File: config.mk
export PLATFORM = sky130hd
export DESIGN_NAME = uart_rx_byte
export DESIGN_NICKNAME = d
export VERILOG_FILES = /design/src/rtl/uart_pkg.sv /design/src/rtl/sync_bit.sv /design/src/rtl/uart_rx_byte.sv
export SDC_FILE = /design/constraint.sdc
export NUM_CORES = 1
export LEC_CHECK = 0
export BUFFER_PORTS_ARGS = -buffer_cell sky130_fd_sc_hd__buf_2
export CORE_AREA = 4 4 53 65
export CTS_BUF_LIST = sky130_fd_sc_hd__clkbuf_8
export DETAILED_ROUTE_END_ITERATION = 6
export DIE_AREA = 0 0 57 69
export PLACE_DENSITY = 0.83
export SETUP_SLACK_MARGIN = 0.15
export SLEW_MARGIN = 20
export SYNTH_ARGS = -nofsm -noshare
export SYNTH_HDL_FRONTEND = slang
export SYNTH_HIERARCHICAL = 1
export SYNTH_SLANG_ARGS = --single-unit
File: constraint.sdc
create_clock -name clk -period 4.95 [get_ports clk]
set_input_delay 0.2475 -clock clk [delete_from_list [all_inputs] [get_ports clk]]
set_output_delay 0.2475 -clock clk [all_outputs]
set_load 0.005 [all_outputs]
File: src/rtl/uart_pkg.sv
// Types and helpers shared by the UART byte receiver and the future transmitter.
package uart_pkg;

  localparam int UART_DATA_BITS = 8;

  typedef enum logic [1:0] {IDLE, START, DATA, STOP} uart_rx_state_t;

  // Clocks per bit, rounded to nearest.
  function automatic integer baud_div(input integer clk_hz, input integer baud);
    return (clk_hz + baud / 2) / baud;
  endfunction

endpackage

File: src/rtl/sync_bit.sv
// Two-flop synchronizer for a single asynchronous pin.
module sync_bit #(
  parameter logic RESET_VALUE = 1'b1
) (
  input  logic clk,
  input  logic rst,
  input  logic d_i,
  output logic q_o
);

  logic meta_q, sync_q;

  always_ff @(posedge clk or posedge rst) begin
    if (rst) begin
      meta_q <= RESET_VALUE;
      sync_q <= RESET_VALUE;
    end else begin
      meta_q <= d_i;
      sync_q <= meta_q;
    end
  end

  assign q_o = sync_q;

endmodule

File: src/rtl/uart_rx_byte.sv
// 8N1 UART receiver: mid-bit sampling FSM with a valid/ready byte output,
// framing-error and overrun pulses.
module uart_rx_byte
  import uart_pkg::*;
#(
  parameter integer CLK_FREQUENCY = 50_000_000,
  parameter integer BAUD_RATE     = 115_200
) (
  input  logic       clk,
  input  logic       rst,
  input  logic       uart_rxd,
  output logic [7:0] rx_data,
  output logic       rx_valid,
  input  logic       rx_ready,
  output logic       framing_err,
  output logic       overrun
);

  localparam integer BAUD_DIV = baud_div(CLK_FREQUENCY, BAUD_RATE);
  localparam integer CW       = $clog2(BAUD_DIV);
  localparam integer IW       = $clog2(UART_DATA_BITS);
  localparam logic [CW-1:0] CNT_HALF = CW'(BAUD_DIV / 2 - 1);
  localparam logic [CW-1:0] CNT_FULL = CW'(BAUD_DIV - 1);
  localparam logic [IW-1:0] IDX_LAST = IW'(UART_DATA_BITS - 1);
  localparam integer ACT_BAUD = CLK_FREQUENCY / BAUD_DIV;
  localparam integer BAUD_ERR = (ACT_BAUD > BAUD_RATE) ? ACT_BAUD - BAUD_RATE
                                                       : BAUD_RATE - ACT_BAUD;

  generate
    if (BAUD_DIV < 4 || BAUD_ERR * 50 > BAUD_RATE) begin : g_bad_baud
      $error("uart_rx_byte: BAUD_DIV %0d too small or rate error above 2%%", BAUD_DIV);
    end
  endgenerate

  logic rxd_s;

  sync_bit #(.RESET_VALUE(1'b1)) u_sync_rxd (
    .clk (clk),
    .rst (rst),
    .d_i (uart_rxd),
    .q_o (rxd_s)
  );

  uart_rx_state_t            state_q;
  logic [CW-1:0]             bit_cnt_q;
  logic [IW-1:0]             idx_q;
  logic [UART_DATA_BITS-1:0] shreg_q;
  logic                      rxd_prev_q;
  logic [7:0]                rx_data_q;
  logic                      rx_valid_q, framing_err_q, overrun_q;
  logic                      tick;

  assign tick = (bit_cnt_q == '0);

  always_ff @(posedge clk or posedge rst) begin
    if (rst) begin
      state_q       <= IDLE;
      bit_cnt_q     <= '0;
      idx_q         <= '0;
      shreg_q       <= '0;
      rxd_prev_q    <= 1'b1;
      rx_data_q     <= '0;
      rx_valid_q    <= 1'b0;
      framing_err_q <= 1'b0;
      overrun_q     <= 1'b0;
    end else begin
      framing_err_q <= 1'b0;
      overrun_q     <= 1'b0;
      rxd_prev_q    <= rxd_s;
      // A same-cycle load in STOP overrides this drop (back-to-back handoff).
      if (rx_valid_q && rx_ready) rx_valid_q <= 1'b0;
      case (state_q)
        IDLE: begin
          // Only a fresh 1->0 edge starts a frame, so a held break never retriggers.
          if (rxd_prev_q && !rxd_s) begin
            state_q   <= START;
            bit_cnt_q <= CNT_HALF;
          end
        end
        START: begin
          if (tick) begin
            if (!rxd_s) begin
              state_q   <= DATA;
              idx_q     <= '0;
              bit_cnt_q <= CNT_FULL;
            end else begin
              state_q   <= IDLE;
            end
          end else begin
            bit_cnt_q <= bit_cnt_q - 1'b1;
          end
        end
        DATA: begin
          if (tick) begin
            shreg_q   <= {rxd_s, shreg_q[UART_DATA_BITS-1:1]};
            bit_cnt_q <= CNT_FULL;
            if (idx_q == IDX_LAST) state_q <= STOP;
            else                   idx_q   <= idx_q + 1'b1;
          end else begin
            bit_cnt_q <= bit_cnt_q - 1'b1;
          end
        end
        STOP: begin
          if (tick) begin
            state_q <= IDLE;
            if (!rxd_s) begin
              framing_err_q <= 1'b1;
            end else if (!rx_valid_q || rx_ready) begin
              rx_data_q  <= shreg_q;
              rx_valid_q <= 1'b1;
            end else begin
              overrun_q  <= 1'b1;
            end
          end else begin
            bit_cnt_q <= bit_cnt_q - 1'b1;
          end
        end
        default: state_q <= IDLE;
      endcase
    end
  end

  assign rx_data     = rx_data_q;
  assign rx_valid    = rx_valid_q;
  assign framing_err = framing_err_q;
  assign overrun     = overrun_q;

endmodule

== Word-level counts from Yosys, hierarchy flattened ==
Index checks and enable logic that the tools add are counted.

* Bits in registers: 36
* Bits in latches: 0
* RAM bits: 0
* Memory bits (read-only): 0
* Bits of input ports: 4
* Output and inout bits: 11
* Logic and storage cells: 69
* Memories kept: 0

* Add/sub/neg operators: 2
* $mul: 0
* Div/mod/pow operators: 0
* Magnitude comparators: 0
* Equal/unequal tests: 13
* Shift operators: 0
* Mux-type cells: 30
* Bitwise operators: 0
* Reduce and logical (&&, ||, !) cells: 13

{| class="wikitable"
|+ Operator list
! operator !! count
|-
| $mux W9 || 5
|-
| $pmux W9 S4 || 1
|-
| $ne A2 B2 Y1 const B || 8
|-
| $mux W1 || 12
|-
| $mux W2 || 6
|-
| $mux W3 || 4
|-
| $reduce_and A5 Y1 || 2
|-
| $logic_not A9 Y1 || 1
|-
| $sub A9 B1 Y9 const B || 1
|-
| $pmux W2 S4 || 1
|-
| $pmux W3 S2 || 1
|-
| $eq A2 B2 Y1 const B || 2
|-
| $reduce_and A4 Y1 || 1
|-
| $add A3 B1 Y3 const B || 1
|-
| $eq A3 B3 Y1 const B || 1
|-
| $ne A3 B3 Y1 const B || 1
|-
| $reduce_and A3 Y1 || 1
|-
| $eq A2 B1 Y1 const B || 1
|-
| $logic_and A1 B1 Y1 || 2
|-
| $logic_not A1 Y1 || 2
|-
| $logic_not A2 Y1 || 1
|-
| $reduce_and A2 Y1 || 1
|-
| $reduce_bool A2 Y1 || 1
|-
| $logic_or A1 B1 Y1 || 1
|}

== Longest topological paths before layout ==
Gate-level depths: netlist of the first run.

* Depth in word-level cells: 6
* Gate-level depth with buffers: 8
* Depth with buffers taken out: 7

== By module ==
The synthesis of the first run kept the hierarchy.

{| class="wikitable"
|+ By module, submodules not included
! module !! instances !! cells each !! area an instance (µm²)
|-
| uart_rx_byte || 1 || 154 || 1716.6
|-
| sync_bit || 1 || 3 || 56.3
|}

== Worst setup path before layout of the first run ==
Ideal clock, no wire load.

* Kind: register to register
* Start: register bit_cnt_q[0]
* End: register idx_q[0]
* Arrival: 1.708 ns
* Data required time: 4.825 ns
* Slack: 3.118 ns
* Stages on the path, launching flop included: 8
* Period minus slack after synthesis: 1.832 ns
* Cells stage by stage: dfrtp_1 > inv_1 > ha_1 > nor3b_2 > and3_1 > buf_4 > and2_1 > mux2_2

* Cells in the longest elaborated chain, start to end: 3
* Elaborated cells on any way between the ends: 4

{| class="wikitable"
|+ RTL lines
! element !! RTL line !! RTL
|-
| from (decl) || uart_rx_byte.sv:45 || <nowiki>logic [CW-1:0] bit_cnt_q;</nowiki>
|-
| from (signal assigned) || uart_rx_byte.sv:90 || <nowiki>bit_cnt_q <= bit_cnt_q - 1'b1;</nowiki>
|-
| from (signal assigned) || uart_rx_byte.sv:100 || <nowiki>bit_cnt_q <= bit_cnt_q - 1'b1;</nowiki>
|-
| from (signal assigned) || uart_rx_byte.sv:115 || <nowiki>bit_cnt_q <= bit_cnt_q - 1'b1;</nowiki>
|-
| $logic_not A9 Y1 (*) || uart_rx_byte.sv:53 || <nowiki>assign tick = (bit_cnt_q == '0);</nowiki>
|-
| $ne A2 B2 Y1 (no line) || -- ||
|-
| $reduce_and A5 Y1 (no line) (*) || -- ||
|-
| to (signal assigned) || uart_rx_byte.sv:98 || <nowiki>else idx_q <= idx_q + 1'b1;</nowiki>
|-
| to (decl) || uart_rx_byte.sv:46 || <nowiki>logic [IW-1:0] idx_q;</nowiki>
|}

Every way passes the cells marked *; elsewhere a longest branch is shown, timed or not.
A chain may end at the register's enable or synchronous reset.

== Final worst setup path of the first run ==
* Start: register bit_cnt_q[0]
* End: register rx_data_q[4], in the netlist rx_data[4]

* Cells in the longest elaborated chain, start to end: 2

{| class="wikitable"
|+ RTL lines
! element !! RTL line !! RTL
|-
| $logic_not A9 Y1 || uart_rx_byte.sv:53 ||
|-
| $reduce_and A4 Y1 (no line) || -- ||
|-
| to (signal assigned) || uart_rx_byte.sv:109 || <nowiki>rx_data_q <= shreg_q;</nowiki>
|-
| to (decl) || uart_rx_byte.sv:49 || <nowiki>logic [7:0] rx_data_q;</nowiki>
|}

No other way between the ends.

==> metrics.txt, run 1 <==
# TYPE chip_impl_metric gauge
chip_impl_metric{name="achievable-frequency",unit="MHz"} 480
chip_impl_metric{name="final_hold_viol_count",unit=""} 0
chip_impl_metric{name="final_min_period_over_clock_period",unit="%"} 42.1
chip_impl_metric{name="cts_max_path_buffers",unit=""} 2
chip_impl_metric{name="synthesis.instances",unit=""} 157
chip_impl_info{name="startpoint_class",value="flop"} 1
chip_impl_metric{name="die_area",unit="µm²"} 3930
chip_impl_metric{name="worstRegToRegCells",unit=""} 6
chip_impl_metric{name="final_antenna_net_count",unit=""} 0
chip_impl_info{name="r2r_end",value="rx_data[4]"} 1
chip_impl_metric{name="final-setup-viol-count",unit=""} 0
chip_impl_metric{name="io-pin-count",unit=""} 15
chip_impl_metric{name="detail_route.wirelength",unit="mm"} 3.48
chip_impl_metric{name="area_delta_synth_final",unit="%"} 10.9
chip_impl_metric{name="mappedNetlistNets",unit=""} 169
chip_impl_metric{name="cts.sinks",unit=""} 36
chip_impl_metric{name="worst-r2r-setup-slack",unit="ns"} 2.87
chip_impl_info{name="worst_r2r_startpoint",value="bit_cnt_q[0]"} 1
chip_impl_info{name="setup_repair_after_global_routing_missed_its_margin",value="false"} 1
chip_impl_metric{name="place.port_buffers",unit=""} 14
chip_impl_metric{name="final_count_of_pins_violating_max_slew",unit=""} 0
chip_impl_info{name="cts_tree",value="done"} 1
chip_impl_metric{name="grt_util_met3",unit="%"} 5.22
chip_impl_metric{name="antenna_found_initial",unit=""} 0
chip_impl_info{name="synth.area.top_cells",value="sky130_fd_sc_hd__dfrtp_1 47%, sky130_fd_sc_hd__mux2_2 9.5%, sky130_fd_sc_hd__ha_1 5.6%"} 1
chip_impl_metric{name="path_depth",unit=""} 6
chip_impl_metric{name="floorplan.initialDensity",unit="%"} 63.7
chip_impl_metric{name="cap_violations",unit=""} 0
chip_impl_info{name="top_usage_layer",value="met2"} 1
chip_impl_metric{name="yosysTopAreaCellShare",unit="%"} 46.6
chip_impl_metric{name="timing.max_slew.rel_slack",unit="%"} 64.4
chip_impl_info{name="cp_cell_sequence",value="inv_1, ha_1, nor3b_2, and3_1, nand4_4, mux2_1"} 1
chip_impl_metric{name="globalplace.congestion",unit=""} 0.846
chip_impl_metric{name="layout.nets",unit=""} 187
chip_impl_metric{name="detailedPlacementHpwl",unit="mm"} 2.50
chip_impl_metric{name="post_route_worst_setup_slack",unit="ns"} 2.87
chip_impl_metric{name="ys_seq_elements",unit=""} 36
chip_impl_metric{name="power_leakage",unit="µW"} 0.000974
chip_impl_metric{name="vias",unit=""} 1243
chip_impl_metric{name="grt_first_pass_wirelength",unit="mm"} 6.07
chip_impl_metric{name="crit_required",unit="ns"} 5.12
chip_impl_info{name="synth_commonest_cells",value="33 x sky130_fd_sc_hd__dfrtp_1, 16 x sky130_fd_sc_hd__o21ai_0, 15 x sky130_fd_sc_hd__mux2_2, 12 x sky130_fd_sc_hd__inv_1"} 1
chip_impl_info{name="worst_hold_class",value="in2reg"} 1
chip_impl_metric{name="post_route_worst_hold_slack",unit="ns"} 0.0519
chip_impl_info{name="cell_with_the_most_instances_after_synthesis",value="sky130_fd_sc_hd__dfrtp_1"} 1
chip_impl_metric{name="max_slew.worst_pin.slew",unit="ns"} 0.531
chip_impl_metric{name="period_minus_slack",unit="ns"} 2.08
chip_impl_metric{name="path_max_fanout",unit=""} 8
chip_impl_metric{name="via_per_inst",unit=""} 5.92
chip_impl_metric{name="drt_pass1_iterations",unit=""} 4
chip_impl_info{name="synth_flop_cell",value="sky130_fd_sc_hd__dfrtp_1"} 1
chip_impl_metric{name="gr-total-overflow",unit=""} 0
chip_impl_metric{name="yosys.cell_types.count",unit=""} 42
chip_impl_metric{name="worstHoldPathCells",unit=""} 1
chip_impl_metric{name="core",unit="µm²"} 2790
chip_impl_metric{name="grt_use_met1",unit="%"} 24.3
chip_impl_metric{name="post_route_drc",unit=""} 0
chip_impl_info{name="status",value="finished clean"} 1
chip_impl_metric{name="die_x",unit="µm"} 57
chip_impl_info{name="synth_top_area_cell",value="sky130_fd_sc_hd__dfrtp_1"} 1
chip_impl_metric{name="drt-initial-drc-count",unit=""} 38
chip_impl_metric{name="worst_setup_hold_path_clk_slew",unit="ns"} 0.07
chip_impl_metric{name="diodes",unit=""} 0
chip_impl_metric{name="die_h",unit="µm"} 69
chip_impl_metric{name="fin_worst_skew",unit="ns"} 0.00607
chip_impl_metric{name="cp.buffers_inverters",unit=""} 1
chip_impl_metric{name="vias_in_the_first_global_route",unit=""} 1270
chip_impl_metric{name="htree_num_levels",unit=""} 2
chip_impl_metric{name="global_route.usage.total",unit="%"} 20.0
chip_impl_info{name="clock-root-buffer",value="sky130_fd_sc_hd__clkbuf_8"} 1
chip_impl_metric{name="synthesis.yosys.warnings",unit=""} 6
chip_impl_metric{name="grt_max_degree",unit=""} 35
chip_impl_metric{name="final_layout_size_suffix_gt1_share",unit="%"} 30.1
chip_impl_info{name="criticalPathCategory",value="reg2reg"} 1
chip_impl_info{name="worstSetupEndpoint",value="rx_data[4]"} 1
chip_impl_metric{name="detailedPlace.worstSlack",unit="ns"} 2.89
chip_impl_metric{name="cp_data_arrival_time",unit="ns"} 2.26
chip_impl_info{name="critical-path-top-delay-family",value="simple AND/OR/NAND/NOR gates"} 1
chip_impl_metric{name="row_count",unit=""} 21
chip_impl_metric{name="critical_path.max_stage_delay",unit="ns"} 0.41
chip_impl_metric{name="cts_inserted_buffers",unit=""} 5
chip_impl_info{name="crit_slowest_cell",value="sky130_fd_sc_hd__dfrtp_1"} 1
chip_impl_metric{name="use_met2",unit="%"} 32.0
chip_impl_metric{name="synth_edf_count",unit=""} 0
chip_impl_metric{name="max-vdd-ir-drop",unit="µV"} 386
chip_impl_info{name="critical_path.startpoint",value="bit_cnt_q[0]"} 1
chip_impl_metric{name="wire_per_inst",unit="µm"} 16.5
chip_impl_metric{name="pwr_density_cell",unit="nW/µm²"} 514
chip_impl_metric{name="fin_setup_tns",unit="ns"} 0
chip_impl_metric{name="avgSynthCellArea",unit="µm²"} 11.3
chip_impl_metric{name="clock_insertion_delay_worst_skew",unit="ns"} 0.29
chip_impl_metric{name="ys_seq_area_share",unit="%"} 51.0
chip_impl_metric{name="post_synth_arst_share",unit="%"} 100
chip_impl_info{name="endpoint_kind",value="flop"} 1
chip_impl_metric{name="syn-cell-area",unit="µm²"} 1770
==> cell families after synthesis <==
logic type | count (synthesis) | share of synthesized area (%)
buffers and inverters | 17 | 3.95
flip-flops | 36 | 51.0
AO/OA/AOI/OAI | 40 | 14.7
AND/OR/NAND/NOR | 39 | 14.0
multiplexers | 17 | 10.7
adder cells (fa/ha/maj) | 8 | 5.65
==> power by group <==
| part | switching (µW) | internal (µW) | leakage (µW) |
|---|---|---|---|
| Combinational | 254 | 161 | 0.000450 |
| Clock | 105 | 97.9 | 0.0000479 |
| Sequential | 53.7 | 338 | 0.000477 |
==> metal layers <==
metal  vias up  part of all wire (%)
met5         -                     0
met4         0                   2.1
met3         9                   4.4
met2        33                    52
met1       605                    41
li1        596                     -
==> per-stage QoR <==
step | total power [µW] | util, % | std cells | instance area, µm²
floorplan | 714 | - | 157 | 1770
global placement | 775 | 67.1 | 201 | 1870
detailed placement | 801 | 67.1 | 201 | 1870
CTS | 1010 | 70.6 | 210 | 1970
global route | 1090 | 70.6 | 210 | 1970
finish | 1010 | 70.6 | 210 | 1970
==> how the worst min path moves through the flow <==
stage	start	to	slack, ns
after CTS	uart_rxd	u_sync_rxd/meta_q	0.05
final	uart_rxd	u_sync_rxd/meta_q	0.05
after detailed placement	rst	u_sync_rxd/meta_q	0.29
after global placement	rst	u_sync_rxd/q_o	0.28
after floorplan	rst	u_sync_rxd/meta_q	0.16
after global routing	uart_rxd	u_sync_rxd/meta_q	0.04
==> cell usage in the layout, fill, tap and decap left out, types with 4 or more instances in the layout <==
master / netlist / final
sky130_fd_sc_hd__o21ai_0: 16 / 16
sky130_fd_sc_hd__buf_2: 2 / 14
sky130_fd_sc_hd__nor3_1: 5 / 5
sky130_fd_sc_hd__dfrtp_1: 33 / 33
sky130_fd_sc_hd__nand2_1: 6 / 6
sky130_fd_sc_hd__clkbuf_8: 0 / 5
sky130_fd_sc_hd__inv_1: 12 / 12
sky130_fd_sc_hd__nor2_1: 8 / 8
sky130_fd_sc_hd__mux2_2: 15 / 15
sky130_fd_sc_hd__ha_1: 8 / 8
sky130_fd_sc_hd__a21oi_1: 5 / 5
sky130_fd_sc_hd__nand2b_1: 4 / 4
==> area by class of cell <==
class	count	area (µm²)
Clock inverter	3	18.8
Clock buffer	5	68.8
Multi-Input combinational cell	104	798
Fill cell	190	820
Tap cell	34	42.5
Sequential cell	36	905
Inverter	12	45.0
Timing Repair Buffer	16	87.6
==> state kept, by name (all words and copies together) (netlist names), named ones only <==
register / cells
bit_cnt_q: 9
rx_data: 8
shreg_q: 8
idx_q: 3
framing_err: 1
overrun: 1
rx_valid: 1
rxd_prev_q: 1
state_q: 1
u_sync_rxd/meta_q: 1
u_sync_rxd/q_o: 1
==> repair_timing <==
action	CTS	global route
endpoints found under the hold margin	2	0
setup buffers	0	0
gates resized for setup	0	0
hold buffers	1	0
Power figures use the tool's default switching activity.
==> run 2: changes to the inputs <==
--- a/config.mk
+++ b/config.mk
@@ -6,11 +6,11 @@
 export NUM_CORES = 1
 export LEC_CHECK = 0
 export BUFFER_PORTS_ARGS = -buffer_cell sky130_fd_sc_hd__buf_2
-export CORE_AREA = 4 4 53 65
+export CORE_AREA = 4 4 57 70
 export CTS_BUF_LIST = sky130_fd_sc_hd__clkbuf_8
 export DETAILED_ROUTE_END_ITERATION = 6
-export DIE_AREA = 0 0 57 69
-export PLACE_DENSITY = 0.83
+export DIE_AREA = 0 0 61 74
+export PLACE_DENSITY = 0.75
 export SETUP_SLACK_MARGIN = 0.15
 export SLEW_MARGIN = 20
 export SYNTH_ARGS = -nofsm -noshare
==> constraint.sdc (replaced) <==
create_clock -name clk -period 1.91 [get_ports clk]
set_input_delay 0.0955 -clock clk [delete_from_list [all_inputs] [get_ports clk]]
set_output_delay 0.0955 -clock clk [all_outputs]
set_load 0.005 [all_outputs]
==> metrics.txt, run 2 (synthesis gave the netlist of run 1 again) <==
# TYPE chip_impl_metric gauge
chip_impl_metric{name="clkPwrFrac",unit="%"} 21.4
chip_impl_metric{name="pwr_density_cell",unit="nW/µm²"} 1420
chip_impl_metric{name="htree_num_levels",unit=""} 2
chip_impl_metric{name="crit_required",unit="ns"} 2.12
chip_impl_metric{name="cap_violations",unit=""} 0
chip_impl_metric{name="final-setup-viol-count",unit=""} 0
chip_impl_metric{name="cp_data_arrival_time",unit="ns"} 2.01
chip_impl_metric{name="detailedPlacementHpwl",unit="mm"} 2.57
chip_impl_info{name="status",value="finished clean"} 1
chip_impl_metric{name="post_route_worst_setup_slack",unit="ns"} 0.107
chip_impl_metric{name="final_layout_size_suffix_gt1_share",unit="%"} 42.6
chip_impl_metric{name="globalplace.congestion",unit=""} 0.787
chip_impl_info{name="worst_hold_class",value="in2reg"} 1
chip_impl_metric{name="detailedPlace.worstSlack",unit="ns"} -0.0443
chip_impl_metric{name="grt_max_degree",unit=""} 35
chip_impl_metric{name="die_x",unit="µm"} 61
chip_impl_metric{name="diodes",unit=""} 0
chip_impl_metric{name="final_hold_viol_count",unit=""} 0
chip_impl_metric{name="io-pin-count",unit=""} 15
chip_impl_metric{name="worst_setup_hold_path_clk_slew",unit="ns"} 0.08
chip_impl_metric{name="critical_path.max_stage_delay",unit="ns"} 0.40
chip_impl_info{name="endpoint_kind",value="flop"} 1
chip_impl_metric{name="dpl.cell_count",unit=""} 210
chip_impl_metric{name="area_delta_synth_final",unit="%"} 23.3
chip_impl_metric{name="post-layout-total-power",unit="µW"} 3100
chip_impl_info{name="most_common_library_cell_in_the_layout_ignoring_fill_and_taps",value="sky130_fd_sc_hd__dfrtp_1"} 1
chip_impl_metric{name="detail_route.wirelength",unit="mm"} 3.85
chip_impl_metric{name="core",unit="µm²"} 3280
chip_impl_metric{name="max-vdd-ir-drop",unit="µV"} 830
chip_impl_metric{name="post_route_drc",unit=""} 0
chip_impl_metric{name="worstHoldPathCells",unit=""} 3
chip_impl_metric{name="global_route.usage.total",unit="%"} 18.9
chip_impl_metric{name="final_count_of_pins_violating_max_slew",unit=""} 0
chip_impl_metric{name="cts_inserted_buffers",unit=""} 5
chip_impl_info{name="cts_tree",value="done"} 1
chip_impl_metric{name="cts.sinks",unit=""} 36
chip_impl_info{name="crit_slowest_cell",value="sky130_fd_sc_hd__dfrtp_1"} 1
chip_impl_metric{name="achievable-frequency",unit="MHz"} 555
chip_impl_metric{name="place_area",unit="µm²"} 1930
chip_impl_metric{name="clock_insertion_delay_worst_skew",unit="ns"} 0.29
chip_impl_metric{name="final_antenna_net_count",unit=""} 0
chip_impl_metric{name="worstRegToRegCells",unit=""} 8
chip_impl_metric{name="vias_in_the_first_global_route",unit=""} 1334
chip_impl_metric{name="place.port_buffers",unit=""} 14
chip_impl_metric{name="gr-total-overflow",unit=""} 0
chip_impl_metric{name="finish.instance_area",unit="µm²"} 2190
chip_impl_metric{name="cts_max_path_buffers",unit=""} 2
chip_impl_metric{name="p_sw_share",unit="%"} 38.8
chip_impl_metric{name="floorplan.initialDensity",unit="%"} 54.0
chip_impl_metric{name="grt_first_pass_wirelength",unit="mm"} 6.28
chip_impl_metric{name="row_count",unit=""} 23
chip_impl_metric{name="drt-initial-drc-count",unit=""} 35
chip_impl_metric{name="vias",unit=""} 1323
chip_impl_metric{name="drt_pass1_iterations",unit=""} 4
chip_impl_metric{name="max_slew.worst_pin.slew",unit="ns"} 0.423
chip_impl_metric{name="die_area",unit="µm²"} 4510
chip_impl_info{name="clock-root-buffer",value="sky130_fd_sc_hd__clkbuf_8"} 1
chip_impl_info{name="regMostFlops",value="bit_cnt_q"} 1
chip_impl_metric{name="power.internal",unit="µW"} 1900
chip_impl_metric{name="final_min_period_over_clock_period",unit="%"} 94.4
chip_impl_metric{name="period_minus_slack",unit="ns"} 1.80
chip_impl_metric{name="power.net_switching",unit="µW"} 1200
chip_impl_metric{name="seq_power_share",unit="%"} 33.1
chip_impl_metric{name="power_frac_comb",unit="%"} 45.5
chip_impl_metric{name="max_ffs_per_register",unit=""} 9
chip_impl_info{name="most-common-layout-cells",value="33 x sky130_fd_sc_hd__dfrtp_1, 15 x sky130_fd_sc_hd__o21ai_0, 14 x sky130_fd_sc_hd__buf_2"} 1
chip_impl_metric{name="power_leakage",unit="µW"} 0.00107
chip_impl_metric{name="wire_per_inst",unit="µm"} 17.0
chip_impl_info{name="setup_repair_after_global_routing_missed_its_margin",value="true"} 1
chip_impl_info{name="criticalPathCategory",value="reg2reg"} 1
chip_impl_info{name="cp_cell_sequence",value="inv_2, ha_4, buf_4, or3b_4, o21ai_2, a21oi_1, a211o_1, a22oi_2"} 1
chip_impl_metric{name="die_h",unit="µm"} 74
chip_impl_metric{name="antenna_found_initial",unit=""} 0
chip_impl_metric{name="via_per_inst",unit=""} 5.83
chip_impl_metric{name="timing.max_slew.rel_slack",unit="%"} 71.8
chip_impl_metric{name="fillerInstances",unit=""} 257
chip_impl_metric{name="layout.cells.non_filler",unit=""} 227
chip_impl_metric{name="fin_worst_skew",unit="ns"} 0.00566
chip_impl_metric{name="layout.nets",unit=""} 201
chip_impl_info{name="startpoint_class",value="flop"} 1
chip_impl_metric{name="fin_setup_tns",unit="ns"} 0
chip_impl_metric{name="path_max_fanout",unit=""} 2
==> run 2: cell types whose count changed in the layout (fill, tap and decap cells not counted), moves of 2 or more <==
cell | previous run | this run
sky130_fd_sc_hd__ha_2 | 0 | 2
sky130_fd_sc_hd__mux2_2 | 15 | 13
sky130_fd_sc_hd__buf_4 | 1 | 13
sky130_fd_sc_hd__inv_2 | 0 | 4
sky130_fd_sc_hd__ha_1 | 8 | 5
sky130_fd_sc_hd__mux2_4 | 0 | 3
sky130_fd_sc_hd__inv_1 | 12 | 8
==> run 2: worst paths after layout <==
kind / startpoint / to / slack [ns]
max in group asynchronous: rst / rxd_prev_q / 1.11
min in group asynchronous: rst / u_sync_rxd/q_o / 0.39
hold / removal: rx_ready / overrun / 0.22
hold reg to reg: u_sync_rxd/meta_q / u_sync_rxd/q_o / 0.36
setup / recovery: bit_cnt_q[1] / bit_cnt_q[7] / 0.11
setup reg to reg: bit_cnt_q[1] / bit_cnt_q[7] / 0.11
==> run 2: power groups by stage <==
stage | Clock [µW] | Combinational (µW) | Sequential, µW
after global placement | 0 | 1110 | 1010
after CTS | 674 | 1280 | 1010
after detailed placement | 0 | 1160 | 1030
after global routing | 711 | 1560 | 1040
final | 664 | 1410 | 1030
after floorplan | 0 | 901 | 978
==> run 2: final cells by class <==
| type | instances | area (µm²) | area share (%) |
|---|---|---|---|
| clock buffer | 5 | 68.8 | 3.15 |
| clock inverter | 3 | 42.5 | 1.95 |
| inverter | 12 | 45.0 | 2.06 |
| multi-input combinational | 105 | 891 | 40.8 |
| sequential | 36 | 905 | 41.4 |
| tap | 37 | 46.3 | 2.12 |
| timing repair buffer | 29 | 188 | 8.59 |
==> run 2: critical path, delay by kind of cell (launching register included) <==
family / cells / cell delay [ns]
buffers and inverters: 2 / 0.18
AO/OA/AOI/OAI: 4 / 0.64
flip-flops: 1 / 0.40
AND/OR/NAND/NOR: 1 / 0.37
adder cells (fa/ha/maj): 1 / 0.13
==> run 2: per-layer routing <==
layer	up-vias	wire [µm]	GRT usage, %
met5	-	0	0
li1	626	-	-
met3	12	164	4.69
met1	652	1560	21.6
met4	0	87	8.19
met2	33	2040	32.8
==> run 2: what timing repair did <==
action	4_1_cts	5_1_grt
pin swaps	2	4
gates resized for setup	13	7
buffers inserted	4	2
hold buffers	2	0
cloned	0	1
endpoints found under the hold margin	36	0
endpoints found under the setup margin	28	28
==> run 2: per-stage QoR <==
step / util (%) / hold slack [ns]
final: 66.6 / 0.218
after global routing: 66.6 / 0.229
after CTS: 65.3 / 0.217
after detailed placement: 58.9 / 0.134
after global placement: 58.9 / 0.126
after floorplan: - / 0.00700
==> run 3: changes to the inputs <==
--- a/config.mk
+++ b/config.mk
@@ -10,7 +10,7 @@
 export CTS_BUF_LIST = sky130_fd_sc_hd__clkbuf_8
 export DETAILED_ROUTE_END_ITERATION = 6
 export DIE_AREA = 0 0 61 74
-export PLACE_DENSITY = 0.75
+export PLACE_DENSITY = 0.77
 export SETUP_SLACK_MARGIN = 0.15
 export SLEW_MARGIN = 20
 export SYNTH_ARGS = -nofsm -noshare
==> metrics.txt, run 3 (synthesis gave the netlist of run 1 again) <==
# TYPE chip_impl_metric gauge
chip_impl_metric{name="crit_required",unit="ns"} 2.08
chip_impl_metric{name="global_route.usage.total",unit="%"} 18.1
chip_impl_metric{name="floorplan.initialDensity",unit="%"} 54.0
chip_impl_metric{name="worst-r2r-setup-slack",unit="ns"} 0.1
chip_impl_metric{name="drt_pass1_iterations",unit=""} 4
chip_impl_metric{name="path_max_fanout",unit=""} 8
chip_impl_info{name="endpoint_kind",value="flop"} 1
chip_impl_metric{name="use_met2",unit="%"} 33.2
chip_impl_info{name="status",value="finished clean"} 1
chip_impl_info{name="cts_tree",value="done"} 1
chip_impl_metric{name="die_x",unit="µm"} 61
chip_impl_metric{name="worst_setup_hold_path_clk_slew",unit="ns"} 0.07
chip_impl_metric{name="detailedPlacementHpwl",unit="mm"} 2.54
chip_impl_metric{name="cp_data_arrival_time",unit="ns"} 1.98
chip_impl_metric{name="vias",unit=""} 1308
chip_impl_metric{name="place_area",unit="µm²"} 1940
chip_impl_metric{name="pwr_density_cell",unit="nW/µm²"} 1440
chip_impl_metric{name="layout.nets",unit=""} 199
chip_impl_metric{name="grt_max_degree",unit=""} 35
chip_impl_metric{name="final_count_of_pins_violating_max_slew",unit=""} 0
chip_impl_info{name="regMostFlops",value="bit_cnt_q"} 1
chip_impl_metric{name="place.port_buffers",unit=""} 14
chip_impl_info{name="setup_repair_after_global_routing_missed_its_margin",value="true"} 1
chip_impl_metric{name="final_min_period_over_clock_period",unit="%"} 94.9
chip_impl_info{name="most-common-layout-cells",value="32 x sky130_fd_sc_hd__dfrtp_1, 16 x sky130_fd_sc_hd__o21ai_0, 15 x sky130_fd_sc_hd__mux2_2"} 1
chip_impl_metric{name="globalplace.congestion",unit=""} 0.867
chip_impl_metric{name="wire_per_inst",unit="µm"} 16.1
chip_impl_metric{name="clkPwrFrac",unit="%"} 21.0
chip_impl_metric{name="worstRegToRegCells",unit=""} 6
chip_impl_info{name="top_usage_layer",value="met2"} 1
chip_impl_metric{name="grt_use_met1",unit="%"} 20.8
chip_impl_info{name="worst_hold_class",value="in2reg"} 1
chip_impl_metric{name="die_area",unit="µm²"} 4510
chip_impl_metric{name="final_antenna_net_count",unit=""} 0
chip_impl_metric{name="htree_num_levels",unit=""} 2
chip_impl_metric{name="vias_in_the_first_global_route",unit=""} 1378
chip_impl_metric{name="cts.sinks",unit=""} 36
chip_impl_info{name="startpoint_class",value="flop"} 1
chip_impl_metric{name="max-vdd-ir-drop",unit="µV"} 1070
chip_impl_info{name="most_common_library_cell_in_the_layout_ignoring_fill_and_taps",value="sky130_fd_sc_hd__dfrtp_1"} 1
chip_impl_metric{name="max_slew.worst_pin.slew",unit="ns"} 0.424
chip_impl_metric{name="post_route_drc",unit=""} 0
chip_impl_metric{name="power.net_switching",unit="µW"} 1200
chip_impl_info{name="worstSetupEndpoint",value="rx_data[4]"} 1
chip_impl_metric{name="seq_power_share",unit="%"} 32.4
chip_impl_metric{name="io-pin-count",unit=""} 15
chip_impl_metric{name="layout.cells.non_filler",unit=""} 225
chip_impl_metric{name="power.internal",unit="µW"} 1930
chip_impl_metric{name="achievable-frequency",unit="MHz"} 552
chip_impl_metric{name="grt_first_pass_wirelength",unit="mm"} 6.15
chip_impl_metric{name="final_hold_viol_count",unit=""} 0
chip_impl_metric{name="drt-initial-drc-count",unit=""} 69
chip_impl_metric{name="antenna_found_initial",unit=""} 0
chip_impl_metric{name="cts_inserted_buffers",unit=""} 5
chip_impl_metric{name="period_minus_slack",unit="ns"} 1.81
chip_impl_metric{name="gr-total-overflow",unit=""} 0
chip_impl_metric{name="p_sw_share",unit="%"} 38.4
chip_impl_metric{name="worstHoldPathCells",unit=""} 3
chip_impl_metric{name="final_layout_size_suffix_gt1_share",unit="%"} 43.6
chip_impl_info{name="clock-root-buffer",value="sky130_fd_sc_hd__clkbuf_8"} 1
chip_impl_metric{name="final-setup-viol-count",unit=""} 0
chip_impl_metric{name="grt_util_met3",unit="%"} 4.17
chip_impl_info{name="r2r_end",value="rx_data[4]"} 1
chip_impl_info{name="criticalPathCategory",value="reg2reg"} 1
chip_impl_metric{name="core",unit="µm²"} 3280
chip_impl_info{name="worst_r2r_startpoint",value="bit_cnt_q[1]"} 1
chip_impl_metric{name="finish.instance_area",unit="µm²"} 2180
chip_impl_metric{name="die_h",unit="µm"} 74
chip_impl_metric{name="fin_worst_skew",unit="ns"} 0.00452
chip_impl_metric{name="detail_route.wirelength",unit="mm"} 3.63
chip_impl_metric{name="power_leakage",unit="µW"} 0.00105
chip_impl_info{name="critical_path.startpoint",value="bit_cnt_q[1]"} 1
chip_impl_metric{name="area_delta_synth_final",unit="%"} 23.1
chip_impl_metric{name="fillerInstances",unit=""} 256
chip_impl_metric{name="cap_violations",unit=""} 0
chip_impl_metric{name="cts_max_path_buffers",unit=""} 2
chip_impl_metric{name="dpl.cell_count",unit=""} 211
chip_impl_metric{name="clock_insertion_delay_worst_skew",unit="ns"} 0.28
chip_impl_metric{name="diodes",unit=""} 0
chip_impl_metric{name="timing.max_slew.rel_slack",unit="%"} 71.7
chip_impl_metric{name="max_ffs_per_register",unit=""} 9
chip_impl_metric{name="row_count",unit=""} 23
chip_impl_metric{name="via_per_inst",unit=""} 5.81
chip_impl_metric{name="power_frac_comb",unit="%"} 46.6
==> run 3: changes by cell type in the layout (fill, tap and decap cells not counted), sizes merged <==
cell	change
buf	-1
o21ai	-1
==> run 3: routing by layer <==
metal	wire (µm)	vias up
met2	2050	26
met1	1430	662
met5	0	-
met3	130	2
met4	21	0
li1	-	618
==> run 3: timing repair <==
| action | in CTS | in global routing |
|---|---|---|
| pin swaps | 5 | 6 |
| endpoints found under the setup margin | 28 | 26 |
| gates resized for setup | 14 | 8 |
| hold buffers | 2 | 0 |
| endpoints found under the hold margin | 36 | 0 |
| buffers inserted | 2 | 2 |
==> run 3: through the flow <==
stage / utilization, % / TNS (ns) / hold slack, ns / total power, µW / setup slack (ns)
detailed placement: 59.1 / -0.0842 / 0.131 / 2210 / -0.0319
global route: 66.5 / 0 / 0.198 / 3340 / 0.0342
floorplan: - / 0 / 0.00700 / 1880 / 0.149
global placement: 59.1 / 0 / 0.124 / 2150 / 0.0744
CTS: 65.4 / 0 / 0.193 / 3010 / 0.160
finish: 66.5 / 0 / 0.197 / 3130 / 0.0978
==> run 3: worst min-delay path by stage <==
stage / from / end / slack (ns)
after floorplan: rst / u_sync_rxd/meta_q / 0.007
after global placement: rst / u_sync_rxd/meta_q / 0.12
after detailed placement: rst / u_sync_rxd/meta_q / 0.13
after CTS: rx_ready / overrun / 0.19
after global routing: rx_ready / overrun / 0.20
final: rx_ready / overrun / 0.20
==> run 3: final cells by class <==
cell class                 count  area (µm²)  area share (%)
inverter                      12        45.0            2.06
timing repair buffer          28         180            8.26
sequential                    36         906            41.5
clock inverter                 3        42.5            1.95
clock buffer                   5        68.8            3.15
multi-input combinational    104         893            40.9
tap                           37        46.3            2.12
==> run 3: power groups by stage <==
stage	clock (µW)	sequential [µW]	combinational, µW
global placement	0	1000	1150
detailed placement	0	1010	1200
floorplan	0	978	901
finish	659	1010	1460
CTS	670	1000	1340
global route	702	1030	1610
==> run 3: worst max-delay path, cell delays in order (launching register included) <==
cell and delay [ns]:
sky130_fd_sc_hd__dfrtp_1 0.40, sky130_fd_sc_hd__inv_2 0.09, sky130_fd_sc_hd__ha_4 0.13, sky130_fd_sc_hd__nor3b_4 0.27, sky130_fd_sc_hd__and3_4 0.28, sky130_fd_sc_hd__nand4_4 0.18
sky130_fd_sc_hd__mux2_4 0.35
